### src/rtl/keypad_pkg.sv
// rtl/keypad_pkg.sv - key codes and controller states for the keypad operand entry block
package keypad_pkg;

    localparam logic [3:0] KEY_ENTER = 4'd10;
    localparam logic [3:0] KEY_BKSP  = 4'd11;
    localparam logic [3:0] KEY_CLR   = 4'd12;

    typedef enum logic [1:0] {
        ENTRY   = 2'd0,
        CONVERT = 2'd1,
        PRESENT = 2'd2
    } state_e;

    function automatic logic is_digit(input logic [3:0] code);
        return code <= 4'd9;
    endfunction

endpackage

### src/rtl/keypad_operand_entry_bcd_to_bin_serial.sv
// rtl/keypad_operand_entry_bcd_to_bin_serial.sv - serial packed-BCD to binary converter, one digit per cycle
module bcd_to_bin_serial
    import keypad_pkg::*;
#(
    parameter int DIGITS = 4,
    localparam int OPW   = 4 * DIGITS,
    localparam int CW    = $clog2(DIGITS + 1)
) (
    input  logic           clk,
    input  logic           rst,
    input  logic           start,
    input  logic [OPW-1:0] bcd,
    output logic [OPW-1:0] bin,
    output logic           done
);

    logic [OPW-1:0] acc_q, acc_d;
    logic [OPW-1:0] sh_q, sh_d;
    logic [CW-1:0]  cnt_q, cnt_d;
    logic           done_q, done_d;

    // The MS digit is absorbed on the start edge, so the last digit lands
    // DIGITS edges after start and done is a level held until the next start.
    always_comb begin
        acc_d  = acc_q;
        sh_d   = sh_q;
        cnt_d  = cnt_q;
        done_d = done_q;
        if (start) begin
            acc_d  = OPW'(bcd[OPW-1 -: 4]);
            sh_d   = bcd << 4;
            cnt_d  = CW'(DIGITS - 1);
            done_d = (DIGITS == 1);
        end else if (cnt_q != '0) begin
            acc_d  = (acc_q << 3) + (acc_q << 1) + OPW'(sh_q[OPW-1 -: 4]);
            sh_d   = sh_q << 4;
            cnt_d  = cnt_q - CW'(1);
            done_d = (cnt_q == CW'(1));
        end
    end

    always_ff @(posedge clk or posedge rst) begin
        if (rst) begin
            acc_q  <= '0;
            sh_q   <= '0;
            cnt_q  <= '0;
            done_q <= 1'b0;
        end else begin
            acc_q  <= acc_d;
            sh_q   <= sh_d;
            cnt_q  <= cnt_d;
            done_q <= done_d;
        end
    end

    assign bin  = acc_q;
    assign done = done_q;

endmodule

### src/rtl/keypad_operand_entry.sv
// rtl/keypad_operand_entry.sv - multi-operand keypad entry controller with optional BCD-to-binary output
module keypad_operand_entry
    import keypad_pkg::*;
#(
    parameter int NUM_OPERANDS = 2,
    parameter int DIGITS       = 4,
    parameter int BIN_OUT      = 1,
    localparam int OPW         = 4 * DIGITS,
    localparam int OPI_W       = (NUM_OPERANDS > 1) ? $clog2(NUM_OPERANDS) : 1,
    localparam int CW          = $clog2(DIGITS + 1)
) (
    input  logic                        clk,
    input  logic                        rst,
    input  logic                        key_valid,
    input  logic [3:0]                  key_code,
    input  logic                        out_ready,
    output logic                        out_valid,
    output logic [NUM_OPERANDS*OPW-1:0] operands,
    output logic [OPW-1:0]              live_bcd,
    output logic [OPI_W-1:0]            op_index,
    output logic [CW-1:0]               digit_count,
    output logic                        operand_done,
    output logic                        overflow,
    output logic                        key_drop,
    output logic                        busy
);

    localparam logic [CW-1:0]    DIGITS_C = CW'(DIGITS);
    localparam logic [OPI_W-1:0] LAST_OP  = OPI_W'(NUM_OPERANDS - 1);

    state_e                             state_q, state_d;
    logic [NUM_OPERANDS-1:0][OPW-1:0]   bcd_q, bcd_d;
    logic [OPI_W-1:0]                   op_index_q, op_index_d;
    logic [CW-1:0]                      digit_count_q, digit_count_d;
    logic [OPW-1:0]                     live_bcd_q, live_bcd_d;
    logic                               out_valid_q, out_valid_d;
    logic                               operand_done_q, operand_done_d;
    logic                               overflow_q, overflow_d;
    logic                               key_drop_q, key_drop_d;
    logic                               busy_q, busy_d;
    logic                               conv_start;
    logic                               conv_done;

    always_comb begin
        state_d        = state_q;
        bcd_d          = bcd_q;
        op_index_d     = op_index_q;
        digit_count_d  = digit_count_q;
        out_valid_d    = out_valid_q;
        operand_done_d = 1'b0;
        overflow_d     = 1'b0;
        key_drop_d     = 1'b0;
        conv_start     = 1'b0;

        unique case (state_q)
            ENTRY: begin
                if (key_valid) begin
                    if (is_digit(key_code)) begin
                        if (digit_count_q < DIGITS_C) begin
                            for (int i = 0; i < NUM_OPERANDS; i++) begin
                                if (op_index_q == OPI_W'(i)) begin
                                    bcd_d[i] = (bcd_q[i] << 4) | OPW'(key_code);
                                end
                            end
                            digit_count_d = digit_count_q + CW'(1);
                        end else begin
                            overflow_d = 1'b1;
                        end
                    end else if (key_code == KEY_BKSP) begin
                        if (digit_count_q != '0) begin
                            for (int i = 0; i < NUM_OPERANDS; i++) begin
                                if (op_index_q == OPI_W'(i)) begin
                                    bcd_d[i] = bcd_q[i] >> 4;
                                end
                            end
                            digit_count_d = digit_count_q - CW'(1);
                        end
                    end else if (key_code == KEY_CLR) begin
                        bcd_d         = '0;
                        op_index_d    = '0;
                        digit_count_d = '0;
                    end else if (key_code == KEY_ENTER) begin
                        operand_done_d = 1'b1;
                        if (op_index_q != LAST_OP) begin
                            op_index_d    = op_index_q + OPI_W'(1);
                            digit_count_d = '0;
                        end else if (BIN_OUT != 0) begin
                            state_d    = CONVERT;
                            conv_start = 1'b1;
                        end else begin
                            state_d     = PRESENT;
                            out_valid_d = 1'b1;
                        end
                    end
                end
            end
            CONVERT: begin
                key_drop_d = key_valid;
                if (conv_done) begin
                    state_d     = PRESENT;
                    out_valid_d = 1'b1;
                end
            end
            PRESENT: begin
                key_drop_d = key_valid;
                if (out_ready) begin
                    state_d       = ENTRY;
                    out_valid_d   = 1'b0;
                    bcd_d         = '0;
                    op_index_d    = '0;
                    digit_count_d = '0;
                end
            end
            default: state_d = ENTRY;
        endcase

        busy_d = (state_d != ENTRY);

        // The display follows whichever operand will be current next cycle,
        // and freezes once the block leaves ENTRY.
        live_bcd_d = live_bcd_q;
        if (state_d == ENTRY) begin
            live_bcd_d = '0;
            for (int i = 0; i < NUM_OPERANDS; i++) begin
                if (op_index_d == OPI_W'(i)) begin
                    live_bcd_d = bcd_d[i];
                end
            end
        end
    end

    always_ff @(posedge clk or posedge rst) begin
        if (rst) begin
            state_q        <= ENTRY;
            bcd_q          <= '0;
            op_index_q     <= '0;
            digit_count_q  <= '0;
            live_bcd_q     <= '0;
            out_valid_q    <= 1'b0;
            operand_done_q <= 1'b0;
            overflow_q     <= 1'b0;
            key_drop_q     <= 1'b0;
            busy_q         <= 1'b0;
        end else begin
            state_q        <= state_d;
            bcd_q          <= bcd_d;
            op_index_q     <= op_index_d;
            digit_count_q  <= digit_count_d;
            live_bcd_q     <= live_bcd_d;
            out_valid_q    <= out_valid_d;
            operand_done_q <= operand_done_d;
            overflow_q     <= overflow_d;
            key_drop_q     <= key_drop_d;
            busy_q         <= busy_d;
        end
    end

    generate
        if (BIN_OUT != 0) begin : gen_bin
            logic [NUM_OPERANDS-1:0][OPW-1:0] bin_w;
            logic [NUM_OPERANDS-1:0]          done_w;
            logic [NUM_OPERANDS-1:0][OPW-1:0] op_bin_q, op_bin_d;

            for (genvar g = 0; g < NUM_OPERANDS; g++) begin : gen_conv
                bcd_to_bin_serial #(.DIGITS(DIGITS)) u_conv (
                    .clk   (clk),
                    .rst   (rst),
                    .start (conv_start),
                    .bcd   (bcd_q[g]),
                    .bin   (bin_w[g]),
                    .done  (done_w[g])
                );
            end

            assign conv_done = &done_w;

            // Binary results are captured on entry to PRESENT so the output
            // stays stable while the converters sit idle.
            always_comb begin
                op_bin_d = op_bin_q;
                if (state_q == CONVERT && conv_done) begin
                    op_bin_d = bin_w;
                end else if (state_q == PRESENT && out_ready) begin
                    op_bin_d = '0;
                end
            end

            always_ff @(posedge clk or posedge rst) begin
                if (rst) begin
                    op_bin_q <= '0;
                end else begin
                    op_bin_q <= op_bin_d;
                end
            end

            assign operands = op_bin_q;
        end else begin : gen_bcd
            assign conv_done = 1'b0;
            assign operands  = bcd_q;
        end
    endgenerate

    assign out_valid    = out_valid_q;
    assign live_bcd     = live_bcd_q;
    assign op_index     = op_index_q;
    assign digit_count  = digit_count_q;
    assign operand_done = operand_done_q;
    assign overflow     = overflow_q;
    assign key_drop     = key_drop_q;
    assign busy         = busy_q;

endmodule

### config.mk
export PLATFORM = sky130hd
export DESIGN_NAME = keypad_operand_entry
export DESIGN_NICKNAME = d
export VERILOG_FILES = /design/src/rtl/keypad_pkg.sv /design/src/rtl/keypad_operand_entry_bcd_to_bin_serial.sv /design/src/rtl/keypad_operand_entry.sv
export SDC_FILE = /design/constraint.sdc
export NUM_CORES = 1
export LEC_CHECK = 0
export ABC_AREA = 1
export CAP_MARGIN = 10
export CELL_PAD_IN_SITES_DETAIL_PLACEMENT = 0
export CELL_PAD_IN_SITES_GLOBAL_PLACEMENT = 2
export CORE_ASPECT_RATIO = 0.6
export CORE_MARGIN = 4
export CORE_UTILIZATION = 38
export CTS_CLUSTER_DIAMETER = 40
export DETAILED_ROUTE_END_ITERATION = 6
export PLACE_DENSITY_LB_ADDON = 0.1
export RECOVER_POWER = 50
export SETUP_SLACK_MARGIN = 0.02
export SYNTH_ARGS = -nofsm -noshare
export SYNTH_HDL_FRONTEND = slang
export SYNTH_HIERARCHICAL = 1
export SYNTH_SLANG_ARGS = --single-unit
### constraint.sdc
create_clock -name clk -period 5.3 [get_ports clk]
set_clock_uncertainty 0.05 [all_clocks]
set_input_delay 0.53 -clock clk [delete_from_list [all_inputs] [get_ports clk]]
set_output_delay 0.53 -clock clk [all_outputs]
set_load 0.005 [all_outputs]
==> summary.txt <==
Clocking
  • Post-cts sizing count: 0
  • Hold_buf cts: 0
  • Longest Clk Path Bufs: 2
  • CTS buffer count: 17
  • Clock latency on the worst-skew pair: 0.45 ns
  • Setup bufs post-CTS: 0
  • H-tree level count: 4
  • Worst-path clk slew: 0.06 ns
  • CTS Sinks: 155
  • Root buffer cell: clkbuf_16
  • CTS tree: done

STA
  • FMAX: 318 MHz
  • Period utilization: 0.594
  • Final min period: 3.15 ns
  • Tightest Pin Transition: 3.29 ns
  • Fin. max-slew vios: 132
  • Final setup viols: 0
  • Relative slew slack: -1.20
  • RSZ-0062 raised after global routing: false
  • Sum Neg Setup Slack: 0 ns
  • Final Hold Viols: 0

Synthesis
  • Synth warnings: 6
  • Syn_area_per_cell: 7.57 um^2
  • Mapped Cells: 1281
  • Area fraction of the dominant cell type after synthesis: 0.400
  • Yosys cell types: 46
  • Yosys top cell by area: dfrtp_1
  • Sequential element share of the synthesized area: 0.400
  • Primary FF master, synth: dfrtp_1
  • Async set-or-reset flop fraction in the synthesized netlist: 1.00
  • Mapped Nets: 1358
  • Number of synthesized flops with an enable pin: 0
  • Synth area leaders: dfrtp_1, nand2_1, ha_1
  • Mapped cell area: 9700 um^2
  • FF+latch count, synth: 155

Floorplan
  • Initial Utilization: 0.393
  • Die area: 28200 um^2
  • Cell Rows: 44
  • Die width: 214 um
  • I/O Pins: 65
  • Core ar.: 24700 um^2
  • Chip height: 132 um

Outcome
  • Status: finished, violations left
  • Failing checks: max-capacitance violations, max-slew violations

Finish
  • Area delta synth->final: 14.9%
  • Finished Layout Cells: 1666
  • Filler cells: 2592
  • Sequential Area: 3880 um^2
  • Multi-input gate area: 4970 um^2
  • Most frequent cells in the layout: nand2_1, nand3_1, dfrtp_1, inv_1, ha_1
  • Ratio of cells with drive above 1 in the final layout: 0.0863
  • Design area: 11100 um^2
  • N_diodes: 0
  • Final nets: 1408
  • Commonest non-fill, non-tap cell in the layout: nand2_1

Critical path
  • R2R cell count: 12
  • Worst setup startpoint: rst
  • Reg2reg start: state_q[1]
  • CP Launch Type: input port
  • CP endpoint kind: asynchronous set/reset pin
  • CP Class: input port to asynchronous set/reset pin
  • Flop2flop setup slack: 2.19 ns
  • Worst r2r dst: live_bcd[3]
  • CP required: 5.84 ns
  • Crit path max fanout: 65
  • CP arrival: 3.69 ns

Job
  • Max Cap Viol: 3

Drt
  • Starting DRT DRC Count: 764
  • WL/cell: 18.7 um
  • DRT antenna net count: 0
  • Avg Vias per Cell: 5.14
  • Vias: 8568
  • Wirelength, routed: 31200 um
  • Residual DRC: 0
  • Drt first pass iters: 5

Global routing
  • First-pass GRT wire length: 49200 um
  • Initial antenna violation count: 0
  • Vias in the first global route: 8065
  • Total GRT Usage: 0.224
  • Pin count of the biggest net entering global routing: 66
  • Grt ovf: 0

Power
  • Total power: 5950 uW
  • LEAKAGE: 0.00578 uW
  • Peak supply drop: 0.215 mV
  • Power per Cell Area: 534 nW/um^2

Hold path
  • Hold path startpoint: live_bcd[8]
  • Hold depth: 2
  • Hold path endpoint: live_bcd[8]
  • Worst min-delay path class: register to register

Placed design
  • Post-DP HPWL: 24000 um
  • Placed cells: 1634
  • Final GP Congestion: 0.850
  • Area after DPL: 10500 um^2
  • Number of port buffers: 64
-- area by class of cell --
class	count	area share
clock buffer	22	0.0434
clock inverter	10	0.0114
inverter	152	0.0514
multi-input combinational	930	0.446
sequential	155	0.348
tap	322	0.0361
timing repair buffer	75	0.0642
-- how the worst max path moves through the flow --
stage                                 endpoint  cells after the start
finish                                bcd_q[6]                      3
global route                      live_bcd[13]                      2
CTS                                live_bcd[3]                     12
detailed placement                 live_bcd[4]                     10
global placement                   live_bcd[6]                     10
floorplan           asynchronous set/reset pin                      1
-- routing by layer --
layer / share of wire / wire, um / GRT usage
met5: 0 / 0 / 0
met2: 0.33 / 10300 / 0.252
met3: 0.087 / 2710 / 0.0702
met4: 0.010 / 312 / 0.0450
met1: 0.57 / 17900 / 0.391
-- worst max-delay path, stage by stage --
cell and delay, ns:
dlygate4sd3_1 0.62, clkinvlp_2 1.88, buf_4 0.59
-- power breakdown --
part	total, uW	switching, uW	leakage, uW	internal, uW
logic	2640	1630	0.00354	1010
registers	2020	430	0.00195	1590
clock network	1280	533	0.000294	751
total	5950	2600	0.00578	3350
-- logic make-up (layout without fill, tap and decap cells) --
kind of cell | Yosys count | after routing | share of synthesized area
compound gates | 122 | 122 | 0.0798
xor+xnor | 12 | 12 | 0.0108
fa+ha+maj | 69 | 69 | 0.0921
buf+inv | 196 | 259 | 0.0888
flops | 155 | 155 | 0.400
simple gates | 727 | 727 | 0.329
-- Yosys cell counts, types with 5 or more instances --
cell type / count
buf_4: 11
buf_1: 7
nand2_4: 5
buf_6: 7
o22ai_1: 5
nand2_1: 449
o21ai_1: 24
clkbuf_1: 10
nor2_4: 9
nand4_1: 8
dfrtp_1: 155
xnor2_1: 7
inv_2: 15
buf_2: 7
nand2_2: 17
nor2_2: 16
a21oi_1: 26
xor2_1: 5
nand3_1: 162
o211ai_1: 10
inv_1: 135
o21ai_0: 25
ha_1: 65
o221ai_1: 10
nor2_1: 49
-- per-stage QoR --
stage	hold WS [ns]	util	worst slack, ns
after floorplan	0.400	-	2.36
after global placement	0.423	0.428	2.15
after detailed placement	0.419	0.428	2.08
after CTS	0.432	0.452	2.18
after global routing	0.463	0.452	1.64
final	0.424	0.452	2.15
-- sequential cells by signal (all words and copies together), names as in the netlist, 2 cells and up, named ones only --
signal                         cells
gen_bin.gen_conv.u_conv/cnt_q      6
bcd_q                             32
gen_bin.gen_conv.u_conv/done       2
gen_bin.gen_conv.u_conv/sh_q      24
operands                          32
live_bcd                          16
digit_count                        3
gen_bin.gen_conv.u_conv/bin       32
state_q                            2
Power figures use the tool's default switching activity.
